File: src/rtl/insn_prefetcher.sv
// Instruction prefetcher: sequential fetch PC, redirect/flush, and a DEPTH-entry
// prefetch FIFO in front of a 1-cycle-latency synchronous instruction memory.
// Optional performance counters are compiled in with `define INSN_PREFETCH_PERF_EN.
module insn_prefetcher #(
  parameter int unsigned              LEN_INSN      = 32,
  parameter int unsigned              MEM_INSN_ADDR = 10,
  parameter int unsigned              DEPTH         = 4,
  parameter logic [MEM_INSN_ADDR-1:0] RESET_PC      = '0
) (
  input  logic                     clk,
  input  logic                     rst,
  output logic                     mem_en_o,
  output logic [MEM_INSN_ADDR-1:0] mem_addr_o,
  input  logic [LEN_INSN-1:0]      mem_rdata_i,
  output logic                     insn_valid_o,
  input  logic                     insn_ready_i,
  output logic [LEN_INSN-1:0]      insn_o,
  output logic [MEM_INSN_ADDR-1:0] insn_pc_o,
  input  logic                     redirect_valid_i,
  input  logic [MEM_INSN_ADDR-1:0] redirect_pc_i
`ifdef INSN_PREFETCH_PERF_EN
  ,
  output logic [31:0]              perf_fetched_o,
  output logic [31:0]              perf_flushed_o
`endif
);

  localparam int unsigned PtrW = (DEPTH > 1) ? $clog2(DEPTH) : 1;
  localparam int unsigned CntW = PtrW + 1;
  localparam int unsigned OccW = CntW + 1;

  logic [MEM_INSN_ADDR-1:0] fetch_pc_q, fetch_pc_d;
  logic [MEM_INSN_ADDR-1:0] pc_pipe_q, pc_pipe_d;
  logic                     inflight_q, inflight_d;
  logic                     kill_q, kill_d;
  logic [PtrW-1:0]          wr_ptr_q, wr_ptr_d;
  logic [PtrW-1:0]          rd_ptr_q, rd_ptr_d;
  logic [CntW-1:0]          count_q, count_d;

  logic [LEN_INSN-1:0]      data_q [DEPTH];
  logic [MEM_INSN_ADDR-1:0] pcs_q  [DEPTH];
  logic [LEN_INSN-1:0]      last_insn_q;
  logic [MEM_INSN_ADDR-1:0] last_pc_q;

  logic [OccW-1:0] occupancy;
  logic            issue;
  logic            empty;
  logic            push;
  logic            pop;

  // Issue/handshake decode; a pop in the same cycle does not free a slot for issue.
  always_comb begin
    occupancy    = OccW'(count_q) + OccW'(inflight_q);
    empty        = (count_q == '0);
    issue        = !redirect_valid_i && (occupancy < OccW'(DEPTH));
    mem_en_o     = !rst && issue;
    mem_addr_o   = fetch_pc_q;
    insn_valid_o = !empty && !redirect_valid_i;
    pop          = insn_valid_o && insn_ready_i;
    // A response landing in a redirect cycle belongs to the old stream.
    push         = inflight_q && !kill_q && !redirect_valid_i;
    // Head is read straight from registered storage; when empty show the last head seen.
    insn_o       = empty ? last_insn_q : data_q[rd_ptr_q];
    insn_pc_o    = empty ? last_pc_q   : pcs_q[rd_ptr_q];
  end

  // Next-state for fetch PC, response pipeline and FIFO pointers.
  always_comb begin
    fetch_pc_d = fetch_pc_q;
    pc_pipe_d  = pc_pipe_q;
    inflight_d = issue;
    kill_d     = 1'b0;
    wr_ptr_d   = wr_ptr_q;
    rd_ptr_d   = rd_ptr_q;
    count_d    = count_q;
    if (issue) begin
      fetch_pc_d = fetch_pc_q + 1'b1;
      pc_pipe_d  = fetch_pc_q;
    end
    if (redirect_valid_i) begin
      fetch_pc_d = redirect_pc_i;
      kill_d     = inflight_q;
      wr_ptr_d   = '0;
      rd_ptr_d   = '0;
      count_d    = '0;
    end else begin
      if (push) begin
        wr_ptr_d = wr_ptr_q + 1'b1;
      end
      if (pop) begin
        rd_ptr_d = rd_ptr_q + 1'b1;
      end
      count_d = count_q + CntW'(push) - CntW'(pop);
    end
  end

  // Control state registers.
  always_ff @(posedge clk or posedge rst) begin
    if (rst) begin
      fetch_pc_q <= RESET_PC;
      pc_pipe_q  <= '0;
      inflight_q <= 1'b0;
      kill_q     <= 1'b0;
      wr_ptr_q   <= '0;
      rd_ptr_q   <= '0;
      count_q    <= '0;
    end else begin
      fetch_pc_q <= fetch_pc_d;
      pc_pipe_q  <= pc_pipe_d;
      inflight_q <= inflight_d;
      kill_q     <= kill_d;
      wr_ptr_q   <= wr_ptr_d;
      rd_ptr_q   <= rd_ptr_d;
      count_q    <= count_d;
    end
  end

  // FIFO storage and the hold-last-head registers.
  always_ff @(posedge clk or posedge rst) begin
    if (rst) begin
      for (int i = 0; i < DEPTH; i++) begin
        data_q[i] <= '0;
        pcs_q[i]  <= '0;
      end
      last_insn_q <= '0;
      last_pc_q   <= '0;
    end else begin
      if (push) begin
        data_q[wr_ptr_q] <= mem_rdata_i;
        pcs_q[wr_ptr_q]  <= pc_pipe_q;
      end
      if (!empty) begin
        last_insn_q <= data_q[rd_ptr_q];
        last_pc_q   <= pcs_q[rd_ptr_q];
      end
    end
  end

`ifdef INSN_PREFETCH_PERF_EN
  logic [31:0] perf_fetched_q, perf_fetched_d;
  logic [31:0] perf_flushed_q, perf_flushed_d;
  logic [32:0] fetched_sum;
  logic [32:0] flushed_sum;
  logic        resp_dropped;

  // Saturating counters: accepted pops, and entries/responses thrown away by redirects.
  always_comb begin
    resp_dropped   = inflight_q && (kill_q || redirect_valid_i);
    fetched_sum    = {1'b0, perf_fetched_q} + 33'(pop);
    flushed_sum    = {1'b0, perf_flushed_q} + 33'(resp_dropped)
                   + (redirect_valid_i ? 33'(count_q) : 33'd0);
    perf_fetched_d = fetched_sum[32] ? 32'hFFFF_FFFF : fetched_sum[31:0];
    perf_flushed_d = flushed_sum[32] ? 32'hFFFF_FFFF : flushed_sum[31:0];
  end

  // Performance counter registers.
  always_ff @(posedge clk or posedge rst) begin
    if (rst) begin
      perf_fetched_q <= '0;
      perf_flushed_q <= '0;
    end else begin
      perf_fetched_q <= perf_fetched_d;
      perf_flushed_q <= perf_flushed_d;
    end
  end

  assign perf_fetched_o = perf_fetched_q;
  assign perf_flushed_o = perf_flushed_q;
`endif

endmodule

File: config.mk
export PLATFORM = sky130hd
export DESIGN_NAME = insn_prefetcher
export DESIGN_NICKNAME = d
export VERILOG_FILES = /design/src/rtl/insn_prefetcher.sv
export SDC_FILE = /design/constraint.sdc
export NUM_CORES = 1
export LEC_CHECK = 0
export CAP_MARGIN = 40
export CELL_PAD_IN_SITES_DETAIL_PLACEMENT = 1
export CELL_PAD_IN_SITES_GLOBAL_PLACEMENT = 1
export CORE_MARGIN = 2
export CORE_UTILIZATION = 43
export DETAILED_ROUTE_END_ITERATION = 6
export MAX_ROUTING_LAYER = met4
export PLACE_DENSITY_LB_ADDON = 0.15
export SYNTH_ARGS = -nofsm -noshare
export SYNTH_HDL_FRONTEND = slang
export SYNTH_SLANG_ARGS = --single-unit
File: constraint.sdc
create_clock -name clk -period 7.1 [get_ports clk]
set_input_delay 0.71 -clock clk [delete_from_list [all_inputs] [get_ports clk]]
set_output_delay 0.71 -clock clk [all_outputs]
set_load 0.02 [all_outputs]
==> qor.tcl <==
set qor(status) {complete, no violations}
set qor(finalNonFillerCells) 1166
set qor(ys_ff_latch) 239
set qor(multi_input_comb_area_um2) 4040
set qor(setup.worst_path.start_class) {register}
set qor(finalMaxSlewViolations) 0
set qor(final.fill_count) 2298
set qor(synth_sequential_area_ratio_pct) 58.2
set qor(place_inst) 1115
set qor(dieArea_um2) 25200
set qor(cts_setup_buffers) 0
set qor(cts.sinks) 239
set qor(floorplan.initialDensity_pct) 43.8
set qor(powerDensity_nw_per_um2) 469
set qor(route.detailed.drc) 0
set qor(post_synth_instance_area_um2) 10300
set qor(initialDrtViolationCount) 189
set qor(worst_skew_pair.late_latency_ps) 520
set qor(warnings_from_yosys) 0
set qor(critPathSlowestCell) {sky130_fd_sc_hd__buf_4}
set qor(vias_per_cell) 5.38
set qor(crit_top_cell) {sky130_fd_sc_hd__nand2_1}
set qor(netlist.top_cell.by_area) {sky130_fd_sc_hd__dfrtp_1}
set qor(slew_headroom_pct) 44.0
set qor(cp-end-kind) {primary output}
set qor(busiest_layer) {met2}
set qor(die_w_um) 159
set qor(cts-hold-fix-buffers) 0
set qor(synth_top_cells_by_count) {sky130_fd_sc_hd__dfrtp_1 (239), sky130_fd_sc_hd__mux2_2 (178), sky130_fd_sc_hd__nand2_1 (134), sky130_fd_sc_hd__mux4_2 (42), sky130_fd_sc_hd__buf_4 (16)}
set qor(finalCritPeriodShare_pct) 51.8
set qor(port_buffers) 99
set qor(setup.worst_path.class) {reg2out}
set qor(worst_ep_required_time_ps) 6390
set qor(total_neg_setup_slack_ps) 0
set qor(stdcell_area_um2) 12500
set qor(hold_path_class) {reg2reg}
set qor(grt_pass1_vias) 7231
set qor(grt_antenna_before_repair) 0
set qor(route.antenna.remaining_nets) 0
set qor(hpwl_mm) 15.0
set qor(drt-pass1-iter-count) 4
set qor(leakagePower_uw) 0.00556
set qor(drv_cap) 0
set qor(syn_inst) 726
set qor(final-seq-area_um2) 5980
set qor(yosys.cell_count.top_type) {sky130_fd_sc_hd__dfrtp_1}
set qor(wl_per_cell_um) 20.6
set qor(groute.layer.met1.usage_pct) 26.0
set qor(finalCoreUtilization_pct) 53.5
set qor(synth.top_cell.area_share_pct) 58.2
set qor(cts_root_buf) {sky130_fd_sc_hd__clkbuf_16}
set qor(grt_first_pass_wirelength_mm) 39.3
set qor(timing.hold.worst_path_depth) 2
set qor(fp.coreArea_um2) 23500
set qor(ctsHtreeMaxLevel) 1
set qor(grt.total_usage_pct) 20.8
set qor(worst_tran_pin_value_ps) 840
set qor(fin_worst_skew_ps) 9.19
set qor(gp_routability_congestion) 0.723
set qor(gr-usage-met2_pct) 36.1
set qor(vias) 6271
set qor(finalWirelength_mm) 24.1
set qor(chip_height_um) 159
set qor(finalCriticalPeriod_ps) 3680
set qor(worst-endpoint-arrival_ps) 2970
set qor(fraction_of_final_layout_cells_sized_beyond_drive_strength_1_pct) 34.5
set qor(clkSlewWorstSetupHoldPaths_ps) 60
set qor(antenna-diode-count) 0
set qor(maximum_number_of_pins_on_one_net_before_global_route_repair) 73
set qor(post_cts_resized) 0
set qor(placementRows) 56
set qor(ioPinCount) 100
set qor(syn_nets) 781
set qor(synthTopCellsByArea) {sky130_fd_sc_hd__dfrtp_1 (58%), sky130_fd_sc_hd__mux2_2 (19%), sky130_fd_sc_hd__mux4_2 (9.2%)}
set qor(timing.critical_path.cells) {buf_4, mux4_2, nand2_1, nand2_1, clkdlybuf4s50_1}
set qor(cts_buffers) 27
set qor(global_route_met3_utilization_pct) 2.94
set qor(setup_violations) 0
set qor(cts_buffer_depth) 3
set qor(r2r.worst_path.cells) 10
set qor(rsz0062_at_grt) {false}
set qor(grt_overflow) 0
set qor(avg_inst_size_synth_um2) 14.2
set qor(timing_hold_violations_final) 0
set qor(detailed_place.area_um2) 11600
set qor(cp_peak_stage_delay_ps) 600
set qor(cts_tree) {yes}
set qor(syn_to_final_growth_pct) 22.0
set qor(fmaxAchievable_mhz) 272
set qor(synth_ff_type) {sky130_fd_sc_hd__dfrtp_1}
set qor(synth_edf_count) 0
set qor(synth.lib_cells_used.distinct) 37
set qor(async_flop_share_pct) 100
set qor(crit_path_max_fanout) 37
set qor(layout.nets) 882
set qor(worst_vdd_drop_mv) 0.162
## critical path: cells and delay by family, from the launching register on
| family | cells | cell delay (ps) |
|---|---|---|
| buffers and inverters | 2 | 1150 |
| multiplexers | 1 | 590 |
| AND/OR/NAND/NOR | 2 | 200 |
| flip-flops | 1 | 500 |
## per-stage QoR
step                power, µW  worst slack (ps)  hold slack [ps]
CTS                      5970              3330              468
detailed placement       4500              3850              454
floorplan                3580              3260              475
global placement         4330              3900              446
global route             6260              3230              488
finish                   5880              3420              463
## final cells by class
type,instances,share of cell area [%]
clock buffers,36,6.21
clock inverters,13,1.15
inverters,8,0.269
multi-input cells,436,32.2
flip-flops and latches,239,47.7
well taps,319,3.18
repair buffers,115,9.33
## kinds of logic (layout without fill, tap and decap cells)
logic type	after synthesis	after routing	synth area share [%]
AOI/OAI and AO/OA	19	19	1.27
DFF	239	239	58.2
muxes	223	223	29.0
xor gates and xnor gates	6	6	0.511
adders and majority gates	9	9	1.17
and+or+nand+nor	179	179	7.21
buffers and inverters	51	172	2.70
## power by group
part | internal [µW] | total [µW] | leakage (µW) | switching, µW
sequential | 1920 | 2230 | 0.00300 | 316
combinational | 1140 | 2230 | 0.00209 | 1080
clock | 876 | 1420 | 0.000467 | 547
total | 3940 | 5880 | 0.00556 | 1950
## per-layer routing
layer	share of wire [%]	wire, µm
met2	52	12500
met4	1.8	432
met3	3.5	837
met5	0	0
met1	43	10300
## path summary, 6_finish.rpt
| kind | startpoint | slack (ps) | to |
|---|---|---|---|
| min in group asynchronous | rst | 650 | count_q[0] |
| max in group asynchronous | rst | 5190 | rd_ptr_q[0] |
| worst min-delay path | last_insn_q[27] | 460 | last_insn_q[27] |
| worst min register to register | last_insn_q[27] | 460 | last_insn_q[27] |
| worst max register to register | count_q[0] | 4310 | count_q[2] |
| worst max-delay path | rd_ptr_q[0] | 3420 | insn_o[24] |
## registers in the layout, summed over array words and instances (netlist names)
name,cells
pc_pipe_q,10
count_q,3
wr_ptr_q,2
last_pc_q,10
pcs_q,40
data_q,128
rd_ptr_q,2
mem_addr_o,10
last_insn_q,32
inflight_q,1
kill_q,1
## cells in the final DEF (no fill, tap or decap), types with 4 or more instances in the layout
cell / n
sky130_fd_sc_hd__clkinv_2: 9
sky130_fd_sc_hd__mux2_2: 178
sky130_fd_sc_hd__nor2_1: 15
sky130_fd_sc_hd__nand2_1: 134
sky130_fd_sc_hd__and2_2: 4
sky130_fd_sc_hd__clkbuf_16: 27
sky130_fd_sc_hd__dfrtp_1: 237
sky130_fd_sc_hd__mux4_2: 42
sky130_fd_sc_hd__inv_1: 6
sky130_fd_sc_hd__clkdlybuf4s50_1: 99
sky130_fd_sc_hd__a31oi_1: 5
sky130_fd_sc_hd__ha_1: 8
sky130_fd_sc_hd__clkbuf_8: 7
sky130_fd_sc_hd__buf_4: 13
sky130_fd_sc_hd__o21ai_0: 5
sky130_fd_sc_hd__nand3_1: 8
Power figures use the tool's default switching activity.
==> RTL change 1, RTL diff (same settings) <==
Set the parameter `LEN_INSN` to 64 (it was 32).
--- a/src/rtl/insn_prefetcher.sv
+++ b/src/rtl/insn_prefetcher.sv
@@ -3,5 +3,5 @@
 // Optional performance counters are compiled in with `define INSN_PREFETCH_PERF_EN.
 module insn_prefetcher #(
-  parameter int unsigned              LEN_INSN      = 32,
+  parameter int unsigned              LEN_INSN      = 64,
   parameter int unsigned              MEM_INSN_ADDR = 10,
   parameter int unsigned              DEPTH         = 4,
Interface: changed (resized insn_o and mem_rdata_i); port bits go from 100 to 164. No check against the original RTL was run, so the function may have changed too.
==> RTL change 1 against the unedited design <==
Synthesized cell count rose by 61%; clock power up 58%; power is 63% higher; final area is 63% higher; setup slack got worse by 0.30 ns; via count grew 58%; count of clock-buffer cells in the layout up 30; sequential power increased by 66%; wire length is 62% higher; maximum frequency shrank 7.6%; synthesized area is 66% higher; sequential cell count rose by 160; die area up 64%; critical endpoint is now insn_o[62]; largest power group unchanged.
==> RTL change 1: results (changes against the unedited design) <==
- Status: completed
- Biggest regs: data_q (256), last_insn_q (64), pcs_q (40)
- First-pass detailed-route iteration total: 5 (+1)
- Worst hold-check path type: in -> async
- H-tree levels: 2 (+1)
- Wire length per cell: 20.8 um (+0.98%)
- Vias in the first global route: 11300 (+56%)
- CP max FO: 44 (+19%)
- Post-synth top area share: 0.586 (+0.00407)
- Flop2flop setup slack: 4.38 ns (+0.07 ns)
- GRT Total Usage: 0.204 (-0.00344)
- Tcrit/Tclk final: 0.560 (+0.0428)
- LEAKAGE: 9.04 nW (+63%)
- Crit path arrival time: 3.27 ns (+0.30 ns)
- Post-synthesis cell type count: 34 (-8.1%)
- Antenna violations before repair: 1 (+1)
- Clock skew: 0.0119 ns (+0.00270 ns)
- Clk_lat worst skew: 0.56 ns (+0.04 ns)
- IO buf count: 163 (+65%)
- Commonest cells in the netlist: dfrtp_1, mux2_2, nand2_1
- Pin count of the biggest net entering global routing: 197 (+170%)
- Nets: 1411 (+60%)
- Final GP Congestion: 0.696 (-3.7%)
- Reg2Reg Depth: 5 (-5)
- Post-Syn Nets: 1254 (+61%)
- 1st-iter DRT viols: 443 (+130%)
- CTS buffer count: 44 (+63%)
- Vias: 9911 (+58%)
- Worst slew margin: 0.250 (-0.189)
- Placed Area: 0.0191 mm^2 (+64%)
- Post-DP HPWL: 22900 um (+53%)
- Peak VDD IR: 282 uV (+74%)
- Layout cell share with drive strength beyond 1: 0.346 (+0.00115)
- Worst r2r src: inflight_q
==> RTL change 1: cell type report <==
type,count,share of cell area
flip-flops and latches,399,0.489
well taps,518,0.0317
clock inverters,9,0.00600
repair buffers,180,0.0886
multi-input cells,691,0.321
clock buffers,66,0.0623
inverters,8,0.00165
diodes,1,0.000122
==> RTL change 1: layer usage <==
layer	part of all wire	GRT usage	vias up
met5	0	-	-
met4	0.016	0.0495	0
met3	0.038	0.0343	45
met2	0.49	0.328	157
met1	0.46	0.273	5293
li1	-	-	4416
==> RTL change 1: per-stage QoR <==
step            util  hold WS [ns]  cells
2_1_floorplan      -         0.475   1167
3_3_place_gp   0.488         0.447   1794
3_5_place_dp   0.490         0.454   1796
4_1_cts        0.525         0.399   1871
5_1_grt        0.525         0.409   1872
6_report       0.525         0.426   1872
==> RTL change 1: how the worst min path moves through the flow <==
stage	slack (ns)	endpoint	start
2_1_floorplan	0.48	data_q[128]	data_q[128]
3_3_place_gp	0.45	last_insn_q[1]	last_insn_q[1]
3_5_place_dp	0.45	last_insn_q[34]	last_insn_q[34]
4_1_cts	0.40	last_insn_q[60]	rst
5_1_grt	0.41	last_insn_q[60]	rst
6_report	0.43	last_insn_q[60]	rst
==> RTL change 1: power groups by stage <==
| stage | sequential (W) | combinational (W) | clock (W) |
|---|---|---|---|
| 2_1_floorplan | 0.00355 | 0.00243 | 0 |
| 3_3_place_gp | 0.00371 | 0.00361 | 0 |
| 3_5_place_dp | 0.00375 | 0.00370 | 0 |
| 4_1_cts | 0.00372 | 0.00373 | 0.00232 |
| 5_1_grt | 0.00385 | 0.00397 | 0.00240 |
| 6_report | 0.00371 | 0.00365 | 0.00224 |
==> RTL change 1: worst max-delay path: stages (launching register included) <==
cell             delay [ns]
dfrtp_4                0.90
buf_4                  0.60
mux4_2                 0.40
nand2_1                0.09
nand2_1                0.13
clkdlybuf4s50_1        0.57
==> RTL change 1: kinds of logic (layout without fill, tap and decap cells) <==
family,Yosys count,count (layout),synth area share
DFF,399,399,0.586
muxes,382,382,0.301
other,0,1,0
AOI/OAI and AO/OA,20,20,0.00844
buffers and inverters,77,263,0.0305
and+or+nand+nor,274,274,0.0643
adders and majority gates,9,9,0.00705
xor gates and xnor gates,6,6,0.00308
==> RTL change 2, RTL diff (same flow settings) <==
Made on the original files. Add a define of `INSN_PREFETCH_PERF_EN`.
--- a/src/rtl/insn_prefetcher.sv
+++ b/src/rtl/insn_prefetcher.sv
@@ -2,4 +2,6 @@
 // prefetch FIFO in front of a 1-cycle-latency synchronous instruction memory.
 // Optional performance counters are compiled in with `define INSN_PREFETCH_PERF_EN.
+`define INSN_PREFETCH_PERF_EN
+
 module insn_prefetcher #(
   parameter int unsigned              LEN_INSN      = 32,
Check against the original RTL (old outputs only; new: perf_fetched_o and perf_flushed_o): same outputs for any inputs over 4 cycles, from zero or initial values and one cycle with rst high; that may be too few to reach the edited logic, so the function may still have changed.
==> RTL change 2 against the unedited design <==
Power grew 22%; clock power grew 30%; sequential cell count grew 64; synthesized area grew 30%; non-clock buffer count grew 68; sequential share of layout area shrank 2.3 points; final area grew 33%; wire length grew 27%; setup slack lost 0.31 ns; first-iteration DRC count grew 69%; sequential power grew 20%.
==> RTL change 2: results (changes against the unedited design) <==
- CP max FO: 26 (-30%)
- Worst hold-check path type: reg -> reg
- GRT Total Usage: 0.199 (-0.00854)
- Biggest regs: data_q (128), pcs_q (40)
- Main flop type after synthesis: dfrtp_1
- Ys async rst share: 1.00 (unchanged)
- Max stage delay on crit path: 0.75 ns (+0.15 ns)
- Commonest cells in the netlist: dfrtp_1, mux2_2, nand2_1
- Slowest CP cell: dfrtp_2
- Seq/Total Area, Yosys: 0.566 (-0.0156)
- 1st-iter DRT viols: 319 (+69%)
- H-tree levels: 2 (+1)
- Pint: 0.00492 W (+25%)
- Post-DP HPWL: 19000 um (+27%)
- First-pass GRT wire length: 50900 um (+30%)
- Post-Syn Nets: 1013 (+30%)
- Wire length per cell: 19.8 um (-4.1%)
- IO buf count: 163 (+65%)
- Worst slew margin: 0.446 (+0.00582)
- Clock skew: 0.0156 ns (+0.00643 ns)
- LEAKAGE: 7.41 nW (+33%)
- Status: completed
- Crit path arrival time: 3.27 ns (+0.30 ns)
- Clk root buf: clkbuf_16
- Worst slack, placed: 2.82 ns (-1.03 ns)
- Fillcell total: 2996 (+30%)
- CTS buffer count: 35 (+30%)
- Vias per cell: 5.35 (-0.48%)
- Post-CTS sizing: 0 (unchanged)
- Worst setup margin: 3.12 ns (-0.307 ns)
- Pin count of the biggest net entering global routing: 56 (-23%)
- Dominant cells by area after synthesis: dfrtp_1, mux2_2, mux4_2, nand2_1, xor2_1
- Vias in the first global route: 9215 (+27%)
- Worst-path clk slew: 0.06 ns (about the same)
- N_diodes: 0 (unchanged)
- Nets: 1186 (+34%)
- Flop2flop setup slack: 4.23 ns (-0.08 ns)
- First-pass detailed-route iteration total: 4 (unchanged)
- Peak VDD IR: 259 uV (+60%)
- Final GP Congestion: 0.762 (+5.4%)
- Layout cell share with drive strength beyond 1: 0.318 (-0.0264)
- Min Hold Slack: 0.494 ns (+0.0309 ns)
- Post-synthesis cell type count: 45 (+22%)
-- RTL change 2: cell count changes in the layout (fill, tap and decap cells not counted), sizes merged, moves of 16 or more --
| cell | unedited run | this run |
|---|---|---|
| clkdlybuf4s50 | 99 | 163 |
| dfrtp | 239 | 303 |
| mux2 | 178 | 227 |
| nand2 | 134 | 86 |
| xor2 | 3 | 33 |
| xnor2 | 3 | 26 |
| nand3 | 8 | 26 |
| nand4 | 1 | 17 |
-- RTL change 2: path summary, 6_finish.rpt --
path | start | end | cells past startpoint
hold / removal | last_pc_q[4] | last_pc_q[4] | 1
setup reg to reg | count_q[1] | perf_fetched_o[9] | 8
hold reg to reg | last_pc_q[4] | last_pc_q[4] | 1
max in group asynchronous | rst | last_insn_q[7] | 4
setup / recovery | rd_ptr_q[1] | insn_o[23] | 4
min in group asynchronous | rst | mem_addr_o[0] | 2
-- RTL change 2: area by class of cell --
| type | instances | area (um^2) | share of cell area |
|---|---|---|---|
| clock buffers | 51 | 1080 | 0.0644 |
| clock inverters | 12 | 125 | 0.00748 |
| inverters | 10 | 41.3 | 0.00247 |
| multi-input cells | 594 | 5570 | 0.333 |
| flip-flops and latches | 303 | 7580 | 0.453 |
| well taps | 396 | 495 | 0.0296 |
| repair buffers | 183 | 1840 | 0.110 |
-- RTL change 2: cell families (layout without fill, tap and decap cells) --
kind of cell / Yosys count / after routing / share of synthesized area
compound gates: 33 / 33 / 0.0149
xor+xnor: 59 / 59 / 0.0386
fa+ha+maj: 13 / 13 / 0.0138
buf+inv: 57 / 256 / 0.0194
flops: 303 / 303 / 0.566
mux: 272 / 272 / 0.264
simple gates: 217 / 217 / 0.0836
-- RTL change 2: critical path: cells and delay by family, from the launching register on --
family	cells	cell delay, ns
flip-flops	1	0.75
multiplexers	2	0.88
buffers and inverters	2	1.12
-- RTL change 2: routing by layer --
metal,vias up,GRT usage,routed length [um]
met5,-,-,0
met3,39,0.0269,936
li1,3751,-,-
met4,0,0.0390,506
met1,4366,0.270,13900
met2,135,0.325,15300
-- RTL change 2: power groups by stage --
stage	Clock (W)	Combinational [W]	Sequential, W
6_report	0.00184	0.00267	0.00267
5_1_grt	0.00196	0.00288	0.00276
4_1_cts	0.00189	0.00272	0.00268
3_5_place_dp	0	0.00270	0.00270
3_3_place_gp	0	0.00264	0.00267
2_1_floorplan	0	0.00173	0.00262
-- RTL change 2: per-stage QoR --
step | instance area, um^2 | cells | util
after floorplan | 13400 | 954 | -
after global placement | 15400 | 1479 | 0.503
after detailed placement | 15500 | 1485 | 0.506
after CTS | 16700 | 1548 | 0.545
after global routing | 16700 | 1549 | 0.545
final | 16700 | 1549 | 0.545
